### src/rtl/cpu_lsu.sv
// Load/store unit: turns one CPU load/store request into one or two aligned bus
// beats, splitting accesses that cross a bus word and merging/extending load data.
module cpu_lsu #(
  parameter int XLEN             = 32,
  parameter int ADDR_W           = 32,
  parameter int ALLOW_MISALIGNED = 1
) (
  input  logic              clk_i,
  input  logic              rst_i,
  input  logic              req_valid_i,
  output logic              req_ready_o,
  input  logic              req_we_i,
  input  logic [1:0]        req_size_i,
  input  logic              req_unsigned_i,
  input  logic [ADDR_W-1:0] req_addr_i,
  input  logic [XLEN-1:0]   req_wdata_i,
  output logic              resp_valid_o,
  output logic [XLEN-1:0]   resp_rdata_o,
  output logic              resp_err_o,
  output logic              mem_enable_o,
  output logic [XLEN/8-1:0] mem_wstrb_o,
  output logic [ADDR_W-1:0] mem_addr_o,
  output logic [XLEN-1:0]   mem_wvalue_o,
  input  logic [XLEN-1:0]   mem_rvalue_i,
  input  logic              mem_ready_i
);

  localparam int                B         = XLEN / 8;
  localparam int                SW        = 2 * B;
  localparam int                OFF_W     = $clog2(B);
  localparam logic [1:0]        SZ_MAX    = 2'(OFF_W);
  localparam logic [4:0]        B_BYTES   = 5'(B);
  localparam logic [ADDR_W-1:0] BEAT_STEP = ADDR_W'(B);
  localparam logic [ADDR_W-1:0] BASE_MASK = ~(ADDR_W'(B - 1));

  typedef enum logic [1:0] {
    S_IDLE  = 2'd0,
    S_BEAT0 = 2'd1,
    S_BEAT1 = 2'd2,
    S_RESP  = 2'd3
  } state_t;

  state_t            r_state;
  logic              r_req_ready;
  logic              r_we;
  logic [1:0]        r_size;
  logic              r_unsigned;
  logic [OFF_W-1:0]  r_off;
  logic              r_cross;
  logic [B-1:0]      r_strb_hi;
  logic [XLEN-1:0]   r_wv_hi;
  logic [XLEN-1:0]   r_raw0;
  logic              r_mem_enable;
  logic [ADDR_W-1:0] r_mem_addr;
  logic [B-1:0]      r_mem_wstrb;
  logic [XLEN-1:0]   r_mem_wvalue;
  logic              r_resp_valid;
  logic [XLEN-1:0]   r_resp_rdata;
  logic              r_resp_err;

  logic [OFF_W-1:0]  w_off;
  logic [3:0]        w_nbytes;
  logic [4:0]        w_end;
  logic              w_cross;
  logic              w_misalign;
  logic              w_err;
  logic [8:0]        w_nmask;
  logic [SW-1:0]     w_strb_wide;
  logic [2*XLEN-1:0] w_wdata_wide;
  logic [XLEN-1:0]   w_rlow;
  logic [XLEN-1:0]   w_rhigh;
  logic [XLEN-1:0]   w_rjoin;
  logic [XLEN-1:0]   w_rload;

  state_t            w_state_nxt;
  logic              w_we_nxt;
  logic [1:0]        w_size_nxt;
  logic              w_uns_nxt;
  logic [OFF_W-1:0]  w_off_nxt;
  logic              w_cross_nxt;
  logic [B-1:0]      w_strb_hi_nxt;
  logic [XLEN-1:0]   w_wv_hi_nxt;
  logic [XLEN-1:0]   w_raw0_nxt;
  logic              w_en_nxt;
  logic [ADDR_W-1:0] w_addr_nxt;
  logic [B-1:0]      w_strb_nxt;
  logic [XLEN-1:0]   w_wv_nxt;
  logic              w_rvalid_nxt;
  logic [XLEN-1:0]   w_rdata_nxt;
  logic              w_rerr_nxt;

  function automatic logic [XLEN-1:0] f_extend(input logic [XLEN-1:0] d,
                                                input logic [1:0]      sz,
                                                input logic            uns);
    logic [XLEN-1:0] keep;
    logic            sb;
    case (sz)
      2'd0:    begin keep = XLEN'(8'hFF);         sb = d[7];      end
      2'd1:    begin keep = XLEN'(16'hFFFF);      sb = d[15];     end
      2'd2:    begin keep = XLEN'(32'hFFFF_FFFF); sb = d[31];     end
      default: begin keep = {XLEN{1'b1}};         sb = d[XLEN-1]; end
    endcase
    return (d & keep) | ({XLEN{sb & ~uns}} & ~keep);
  endfunction

  // Request decode and load-data merge
  always_comb begin
    w_off        = req_addr_i[OFF_W-1:0];
    w_nbytes     = 4'd1 << req_size_i;
    w_end        = 5'(w_off) + {1'b0, w_nbytes};
    w_cross      = (w_end > B_BYTES);
    w_misalign   = ((req_addr_i[2:0] & 3'(w_nbytes - 4'd1)) != 3'd0);
    w_err        = (req_size_i > SZ_MAX) || ((ALLOW_MISALIGNED == 0) && w_misalign);
    w_nmask      = (9'd1 << w_nbytes) - 9'd1;
    // Lower half of the wide vectors feeds beat 0, upper half feeds beat 1.
    w_strb_wide  = SW'(w_nmask) << w_off;
    w_wdata_wide = {{XLEN{1'b0}}, req_wdata_i} << {w_off, 3'b000};
    w_rlow       = (r_state == S_BEAT0) ? mem_rvalue_i : r_raw0;
    w_rhigh      = (r_state == S_BEAT1) ? mem_rvalue_i : {XLEN{1'b0}};
    w_rjoin      = XLEN'({w_rhigh, w_rlow} >> {r_off, 3'b000});
    w_rload      = f_extend(w_rjoin, r_size, r_unsigned);
  end

  // Next-state and next-output logic
  always_comb begin
    w_state_nxt   = r_state;
    w_we_nxt      = r_we;
    w_size_nxt    = r_size;
    w_uns_nxt     = r_unsigned;
    w_off_nxt     = r_off;
    w_cross_nxt   = r_cross;
    w_strb_hi_nxt = r_strb_hi;
    w_wv_hi_nxt   = r_wv_hi;
    w_raw0_nxt    = r_raw0;
    w_en_nxt      = r_mem_enable;
    w_addr_nxt    = r_mem_addr;
    w_strb_nxt    = r_mem_wstrb;
    w_wv_nxt      = r_mem_wvalue;
    w_rvalid_nxt  = 1'b0;
    w_rdata_nxt   = {XLEN{1'b0}};
    w_rerr_nxt    = 1'b0;
    case (r_state)
      S_IDLE: begin
        if (req_valid_i) begin
          w_we_nxt      = req_we_i;
          w_size_nxt    = req_size_i;
          w_uns_nxt     = req_unsigned_i;
          w_off_nxt     = w_off;
          w_cross_nxt   = w_cross;
          w_strb_hi_nxt = req_we_i ? w_strb_wide[SW-1:B] : {B{1'b0}};
          w_wv_hi_nxt   = w_wdata_wide[2*XLEN-1:XLEN];
          w_raw0_nxt    = {XLEN{1'b0}};
          if (w_err) begin
            w_state_nxt  = S_RESP;
            w_rvalid_nxt = 1'b1;
            w_rerr_nxt   = 1'b1;
          end else begin
            w_state_nxt  = S_BEAT0;
            w_en_nxt     = 1'b1;
            w_addr_nxt   = req_addr_i & BASE_MASK;
            w_strb_nxt   = req_we_i ? w_strb_wide[B-1:0] : {B{1'b0}};
            w_wv_nxt     = w_wdata_wide[XLEN-1:0];
          end
        end else begin
          w_state_nxt = S_IDLE;
        end
      end
      S_BEAT0: begin
        if (mem_ready_i) begin
          w_raw0_nxt = mem_rvalue_i;
          if (r_cross) begin
            w_state_nxt = S_BEAT1;
            w_addr_nxt  = r_mem_addr + BEAT_STEP;
            w_strb_nxt  = r_strb_hi;
            w_wv_nxt    = r_wv_hi;
          end else begin
            w_state_nxt  = S_RESP;
            w_en_nxt     = 1'b0;
            w_addr_nxt   = {ADDR_W{1'b0}};
            w_strb_nxt   = {B{1'b0}};
            w_wv_nxt     = {XLEN{1'b0}};
            w_rvalid_nxt = 1'b1;
            w_rdata_nxt  = r_we ? {XLEN{1'b0}} : w_rload;
          end
        end else begin
          w_state_nxt = S_BEAT0;
        end
      end
      S_BEAT1: begin
        if (mem_ready_i) begin
          w_state_nxt  = S_RESP;
          w_en_nxt     = 1'b0;
          w_addr_nxt   = {ADDR_W{1'b0}};
          w_strb_nxt   = {B{1'b0}};
          w_wv_nxt     = {XLEN{1'b0}};
          w_rvalid_nxt = 1'b1;
          w_rdata_nxt  = r_we ? {XLEN{1'b0}} : w_rload;
        end else begin
          w_state_nxt = S_BEAT1;
        end
      end
      S_RESP: begin
        w_state_nxt = S_IDLE;
      end
      default: begin
        w_state_nxt = S_IDLE;
        w_en_nxt    = 1'b0;
      end
    endcase
  end

  // State, captured request fields and registered outputs
  always_ff @(posedge clk_i or posedge rst_i) begin
    if (rst_i) begin
      r_state      <= S_IDLE;
      r_req_ready  <= 1'b1;
      r_we         <= 1'b0;
      r_size       <= 2'd0;
      r_unsigned   <= 1'b0;
      r_off        <= {OFF_W{1'b0}};
      r_cross      <= 1'b0;
      r_strb_hi    <= {B{1'b0}};
      r_wv_hi      <= {XLEN{1'b0}};
      r_raw0       <= {XLEN{1'b0}};
      r_mem_enable <= 1'b0;
      r_mem_addr   <= {ADDR_W{1'b0}};
      r_mem_wstrb  <= {B{1'b0}};
      r_mem_wvalue <= {XLEN{1'b0}};
      r_resp_valid <= 1'b0;
      r_resp_rdata <= {XLEN{1'b0}};
      r_resp_err   <= 1'b0;
    end else begin
      r_state      <= w_state_nxt;
      r_req_ready  <= (w_state_nxt == S_IDLE);
      r_we         <= w_we_nxt;
      r_size       <= w_size_nxt;
      r_unsigned   <= w_uns_nxt;
      r_off        <= w_off_nxt;
      r_cross      <= w_cross_nxt;
      r_strb_hi    <= w_strb_hi_nxt;
      r_wv_hi      <= w_wv_hi_nxt;
      r_raw0       <= w_raw0_nxt;
      r_mem_enable <= w_en_nxt;
      r_mem_addr   <= w_addr_nxt;
      r_mem_wstrb  <= w_strb_nxt;
      r_mem_wvalue <= w_wv_nxt;
      r_resp_valid <= w_rvalid_nxt;
      r_resp_rdata <= w_rdata_nxt;
      r_resp_err   <= w_rerr_nxt;
    end
  end

  assign req_ready_o  = r_req_ready;
  assign mem_enable_o = r_mem_enable;
  assign mem_addr_o   = r_mem_addr;
  assign mem_wstrb_o  = r_mem_wstrb;
  assign mem_wvalue_o = r_mem_wvalue;
  assign resp_valid_o = r_resp_valid;
  assign resp_rdata_o = r_resp_rdata;
  assign resp_err_o   = r_resp_err;

endmodule

### config.mk
export PLATFORM = sky130hd
export DESIGN_NAME = cpu_lsu
export DESIGN_NICKNAME = d
export VERILOG_FILES = /design/src/rtl/cpu_lsu.sv
export SDC_FILE = /design/constraint.sdc
export NUM_CORES = 1
export LEC_CHECK = 0
export CAP_MARGIN = 20
export CORE_UTILIZATION = 25
export CTS_CLUSTER_SIZE = 8
export DETAILED_ROUTE_END_ITERATION = 6
export PLACE_DENSITY = 0.51
export SKIP_LAST_GASP = 1
export SYNTH_ARGS = -nofsm -noshare
export SYNTH_HDL_FRONTEND = slang
export SYNTH_SLANG_ARGS = --single-unit
### constraint.sdc
create_clock -name clk_i -period 15.3 [get_ports clk_i]
set_input_delay 2.295 -clock clk_i [delete_from_list [all_inputs] [get_ports clk_i]]
set_output_delay 2.295 -clock clk_i [all_outputs]
set_load 0.1 [all_outputs]
### After elaboration in Yosys (flattened, before gate mapping)

Index checks and enable logic that the tools add are counted.

| operators by class | value |
|---|---|
| bitwise operators | 6 |
| multiply operators | 0 |
| divide/modulo/power cells | 0 |
| multiplexer cells | 50 |
| $lt $le $gt $ge | 2 |
| reductions and logical operators | 9 |
| shift-type cells | 5 |
| add/sub/neg operators | 3 |
| eq/ne operators | 9 |

Operator list:

| operator | number |
|---|---|
| 32-bit 2-to-1 mux | 17 |
| 32-bit case mux with 2 select lines | 3 |
| 32-bit case mux with 3 select lines | 2 |
| 32-bit AND | 2 |
| 32-bit by 5-bit left shift with 64-bit output | 1 |
| 64-bit by 5-bit >> shifter with 32-bit output | 1 |
| 32-bit by 3-bit adder with 32-bit output, second input constant | 1 |
| 32-bit inverter | 1 |
| 32-bit bitwise OR | 1 |
| 4-bit 2-to-1 mux | 7 |
| 1-bit 2-to-1 mux | 13 |
| 4-bit case mux with 3 select lines | 1 |
| 2-bit inequality test, second input constant | 5 |
| 2-bit case mux with 4 select lines | 1 |
| 1-bit by 4-bit left shift with 8-bit output, first input constant | 1 |
| 8-bit by 2-bit left shift with 8-bit output | 1 |
| 8-bit by 1-bit subtractor with 8-bit output, second input constant | 1 |
| 2-bit zero test | 3 |
| 2-bit 2-to-1 mux | 3 |
| 1-bit case mux with 3 select lines | 2 |
| 6-bit AND reduction | 1 |
| 2-bit by 4-bit adder with 5-bit output | 1 |
| 5-bit by 3-bit greater-than comparator with 1-bit output, second input constant | 1 |
| 5-bit AND reduction | 1 |
| other kinds (11) | 13 |

| word-level totals | value |
|---|---|
| bits in read-only memories | 0 |
| latch bits | 0 |
| input bits | 104 |
| memories | 0 |
| logic and storage cells | 101 |
| register bits | 181 |
| RAM bits | 0 |

### Logic depth before layout (Yosys ltp)

| depth | value |
|---|---|
| depth after elaboration | 11 |
| mapped depth | 9 |
| gate-level depth less buffers | 8 |

### Worst setup path after synthesis

Ideal clock, no wire load.

| timing path | value |
|---|---|
| path kind | input to register |
| start point | in req_addr_i[1] |
| end point | reg r_cross |
| arrival time | 3.648 ns |
| slack | 11.569 ns |
| stages | 7 |
| data required time | 15.217 ns |
| cells stage by stage | inv_1 > clkbuf_1 > clkbuf_1 > fa_1 > a21oi_1 > a21oi_1 > o21ai_0 |

| on the way | value |
|---|---|
| cells in the longest elaborated chain, start to end | 2 |

Ends and longest elaborated chain:

| item | RTL line | RTL |
|---|---|---|
| from (decl) | 15 | `input logic [ADDR_W-1:0] req_addr_i,` |
| 2-bit by 4-bit adder with 5-bit output | 110 | `w_end = 5'(w_off) + {1'b0, w_nbytes};` |
| 5-bit by 3-bit greater-than comparator with 1-bit output | 111 | `w_cross = (w_end > B_BYTES);` |
| to (signal assigned) | 239 | `r_cross <= w_cross_nxt;` |
| to (decl) | 49 | `logic r_cross;` |

No other way between the ends.
A chain may end at the register's enable or synchronous reset.

### Worst setup path after layout

| timing path | value |
|---|---|
| start point | in req_valid_i |
| end point | reg r_mem_addr[25], in the netlist mem_addr_o[25] |

| on the way | value |
|---|---|
| cells in the longest elaborated chain, start to end | 2 |

Ends and longest elaborated chain:

| item | RTL line | RTL |
|---|---|---|
| from (decl) | 10 | `input logic req_valid_i,` |
| 2-bit inequality test (no line) | - |  |
| 5-bit AND reduction (no line) | - |  |
| to (signal assigned) | 226 | `r_mem_addr <= {ADDR_W{1'b0}};` |
| to (signal assigned) | 244 | `r_mem_addr <= w_addr_nxt;` |
| to (decl) | 54 | `logic [ADDR_W-1:0] r_mem_addr;` |

No other way between the ends.

==> reports/results.tsv <==
stage	metric	value	unit
run_status	status	completed	
worst_hold_path	Hold Crit Class	reg -> reg	
cts	clock root cell	clkbuf_16	
yosys	Yosys top cell area share	47.2	%
detailed_routing	Vias per Instance	4.92	
timing	Slew headroom	27.3	%
cts	Post-CTS Hold Fix Bufs	0	
cts	Post-CTS Setup Bufs	0	
placed_design	Port-buffer cells	205	
pwr	Peak VDD IR	0.122	mV
timing	final setup TNS	0	ns
detailed_routing	drt wl/cell	19.3	µm
yosys	YS warnings	0	
setup_path	Worst Setup End Kind	register	
cts	H-tree lvl count	4	
setup_path	register-to-register setup slack	11.48	ns
detailed_routing	Vias	7746	
yosys	most common cell in the netlist	dfrtp_1	
detailed_routing	drt pass-1 iters	5	
timing	Highest Clock Rate	0.210	GHz
setup_path	Critical Path Fanout Max	30	
final_layout	Nets	1209	
detailed_routing	DRC viols	0	
yosys	ys async rst share	100	%
placed_design	dpl ws	10.06	ns
die	Chip Height	192	µm
timing	final worst-path setup slack	10.55	ns
global_routing	gr usage total	16.8	%
yosys	post-synthesis cell area	9010	µm²
setup_path	arrival time worst endpoint	5.14	ns
yosys	top post-synthesis cells by area	dfrtp_1, nand2_1, mux2i_1	
timing	clock skew	0.0135	ns
yosys	synth cell count leaders	dfrtp_1, nand2_1, o21ai_0, nor2_1, a21oi_1	
placed_design	dpl hpwl	20.8	mm
cts	post_cts resized	0	
pwr	PwrDens	237	nW/µm²
final_layout	final design utilization	34.0	%
setup_path	Crit path required time	15.68	ns
timing	Slew @ Worst Pin	1.09	ns
cts	Longest Clk Path Bufs	2	
global_routing	initial antenna violation count	3	
yosys	Unique masters post-synth	62	
detailed_routing	1st-iter DRT viols	400	
die	die width	192	µm
timing	fin crit share	31.1	%
cts	CTS tree	yes	
yosys	Synth area leader	dfrtp_1	
yosys	top_reg_cell synth	dfrtp_1	
yosys	Synth Area per Inst	9.65	µm²
final_layout	layout cells sized above 1	8.83	%
final_layout	Area growth, synth to finish	34.0	%
worst_hold_path	hold depth	2	
timing	RSZ-0062 raised after global routing	no	
yosys	Synth Register Bits	171	
cts	TritonCTS buffer count	17	
yosys	Post-synth EDFFs	0	
placed_design	routability cong.	0.811	
die	row count	69	
yosys	register area share after synthesis	47.5	%
cts	Sink Count	171	
timing	max-slew violations	0	
setup_path	reg2reg path depth	8	
setup_path	crit path kind	in -> reg	
timing	Tmin final	4.75	ns
global_routing	largest net degree at the start of global routing	84	
die	die area	36800	µm²
die	area of the core	35500	µm²
cts	Worst-path clk slew	0.08	ns
pwr	Lkg Pwr	4.99	nW
yosys	Synth Instances	934	
cts	Worst-Skew Late Latency	0.45	ns
global_routing	first-pass GRT wire length	47.3	mm
pwr	Power Total	2.86	mW
run	Max-cap violations	0	
detailed_routing	remaining antenna violation count	0	
final_layout	Fillers	3655	
setup_path	CP Launch Type	input pin	
global_routing	vias in the first global route	7881	
die	Initial Util	25.4	%
detailed_routing	final WL	30.3	mm
timing	Hold WS	0.484	ns
die	I/O pins	208	
global_routing	total grt overflow	0	
timing	final hold violations	0	
timing	setup violators final	0	
==> sequential cells by signal, indices dropped and copies added (netlist names) <==
signal        flops
r_strb_hi         4
r_wv_hi          24
r_state           2
resp_rdata_o     32
r_we              1
mem_wvalue_o     32
resp_err_o        1
resp_valid_o      1
mem_wstrb_o       4
r_cross           1
mem_enable_o      1
r_off             2
mem_addr_o       30
r_size            2
req_ready_o       1
r_raw0           32
r_unsigned        1
==> routing by layer <==
layer | global-route usage, % | share of wire [%] | up-vias
li1 | - | - | 3721
met1 | 23.2 | 47 | 3845
met2 | 26.1 | 47 | 151
met3 | 3.42 | 4.1 | 27
met4 | 5.71 | 1.6 | 2
met5 | 0 | 0.043 | -
==> cell type report <==
class	instances	area (µm²)	share of cell area [%]
Tap cell	461	577	4.78
Antenna cell	3	7.51	0.0622
Clock inverter	15	174	1.44
Inverter	17	68.8	0.570
Clock buffer	17	425	3.52
Multi-Input combinational cell	673	4380	36.3
Sequential cell	171	4280	35.5
Timing Repair Buffer	217	2160	17.9
==> cells by family (layout without fill, tap and decap cells) <==
group,after synthesis,count (layout),share of synthesized area (%)
XOR/XNOR,13,13,1.26
buffers and inverters,91,266,4.30
AND/OR/NAND/NOR,291,291,14.4
flip-flops,171,171,47.5
other,1,5,0.0416
multiplexers,86,86,11.4
AO/OA/AOI/OAI,273,273,19.8
adder cells (fa/ha/maj),8,8,1.19
==> cells in the final DEF, fill, tap and decap left out, types with 6 or more instances in the layout <==
cell               n
a221oi_1          10
nand3_1           28
a22o_1            42
clkdlybuf4s50_1  204
o31ai_1           10
buf_4             11
ha_1               6
mux2_2            26
xor2_1             9
a21oi_1           54
clkbuf_16         17
dfrtp_1          169
o21ai_0           84
o211ai_1           9
nor2_1            68
and3_1             6
mux4_2            11
nor3_1             8
mux2i_1           49
nand2_1          141
inv_1             14
a221o_1            7
nand4_1            9
a22oi_1           19
a31oi_1           12
==> worst paths after layout <==
path | end | from
worst max register to register | mem_addr_o[25] | r_state[0]
worst min-delay path | mem_wvalue_o[16] | mem_wvalue_o[16]
worst max-delay path | mem_addr_o[25] | req_valid_i
max in group asynchronous | r_off[0] | rst_i
min in group asynchronous | resp_rdata_o[13] | rst_i
worst min register to register | mem_wvalue_o[16] | mem_wvalue_o[16]
==> critical path, cell delays in order <==
cell	delay [ns]
clkdlybuf4s50_1	0.49
and2_1	0.47
o221a_2	0.76
nand2_1	0.43
or4_1	0.60
nand3_1	0.08
==> stage by stage <==
step           area (µm²)  instances
3_5_place_dp        11400       1538
5_1_grt             12100       1573
4_1_cts             12000       1570
3_3_place_gp        11400       1538
6_report            12100       1574
2_1_floorplan        9010        935
==> report_power, final <==
group	switching (mW)	leakage, nW	internal (mW)	total, mW
combinational	1.17	2.44	0.465	1.64
clock	0.217	0.290	0.234	0.451
sequential	0.156	2.26	0.620	0.775
(Power assumes the default switching activity.)
==> edit: new RTL, same settings <==
Re-encode `state_t` (4 states) as one-hot, 4 bits wide.
--- a/src/rtl/cpu_lsu.sv
+++ b/src/rtl/cpu_lsu.sv
@@ -34,9 +34,9 @@
   localparam logic [ADDR_W-1:0] BASE_MASK = ~(ADDR_W'(B - 1));
 
-  typedef enum logic [1:0] {
-    S_IDLE  = 2'd0,
-    S_BEAT0 = 2'd1,
-    S_BEAT1 = 2'd2,
-    S_RESP  = 2'd3
+  typedef enum logic [3:0] {
+    S_IDLE  = 4'b0001,
+    S_BEAT0 = 4'b0010,
+    S_BEAT1 = 4'b0100,
+    S_RESP  = 4'b1000
   } state_t;
 
Formal check against the unedited RTL: no difference found for any inputs over 4 cycles, from zero or initial values and one cycle with rst_i high; so few cycles prove little.
==> edit against the unedited design <==
Worst setup slack better by 0.097 ns; sequential cell count is 1 higher; first-iteration DRC count increased by 18%; sequential power down 2%; area after synthesis increased by 5.8%; via count grew 13%; wire length is 8.9% higher; total power decreased by 6.2%; design area grew 4.5%.
==> edit: results <==
metrics = {
    "outcome": {
        "status": "complete, no violations",
    },
    "setup_path": {
        "cp.arrival_ns": 5.02,
        "crit_slowest_cell": "clkdlybuf4s50_1",
        "cp_top_family": "buffers and inverters",
        "path_max_fanout": 54,
        "r2r_slack_ns": 11.95,
    },
    "route": {
        "highest_layer": "met4",
        "wl_per_cell_microns": 18.7,
        "num_vias": 8754,
        "wl_met3_mm": 1.59,
    },
    "final_layout": {
        "fill_cells": 3891,
        "layout-drive-gt1-share": 0.0732,
        "num_antenna_cells": 0,
    },
    "yosys": {
        "synth_xor_area_frac": 0.000919,
        "synthAdderAreaFrac": 0.00604,
        "yosys-mux-area-fraction": 0.0940,
        "yosys-top-cells-count": "nand2_1, dfrtp_1, nor2_1",
        "synth_cell_type_count": 64,
        "synth-compound-area-share": 0.205,
    },
    "timing": {
        "tightestPinTransition_ns": 1.07,
    },
    "place": {
        "place_area_sq_um": 12000,
        "place_inst": 1735,
    },
    "global_route": {
        "groute.usage.overall": 0.173,
        "grt.met3_usage": 0.0292,
        "antenna_found_initial": 0,
        "grtUsageMet2": 0.271,
    },
    "power_and_ir_drop": {
        "max-vdd-ir-drop_uv": 140,
        "p_sw_w": 0.00146,
        "comb_cell_power_w": 0.00148,
        "p_leak_nw": 5.05,
    },
    "hold_path": {
        "hp-start": "r_wv_hi[18]$_DFFE_PP0P_",
    },
}
edit: worst max-delay path by stage:
stage	startpoint	to	slack, ns	cells past startpoint
final	req_size_i[1]	mem_addr_o[10]$_DFFE_PP0P_	10.64	7
after global routing	req_size_i[1]	mem_addr_o[11]$_DFFE_PP0P_	10.44	7
after CTS	req_size_i[1]	mem_addr_o[12]$_DFFE_PP0P_	10.72	7
after detailed placement	req_size_i[1]	mem_addr_o[12]$_DFFE_PP0P_	10.24	7
after global placement	req_size_i[1]	mem_addr_o[12]$_DFFE_PP0P_	10.35	7
after floorplan	rst_i	mem_addr_o[10]$_DFFE_PP0P_	8.35	1
edit: final cells by class:
class                      instances  area, sq um  area share
clock inverter                    13          156      0.0124
inverter                          27          106     0.00843
multi-input combinational        805         4820       0.382
timing repair buffer             221         2160       0.171
tap                              511          639      0.0507
sequential                       172         4310       0.341
clock buffer                      19          433      0.0343
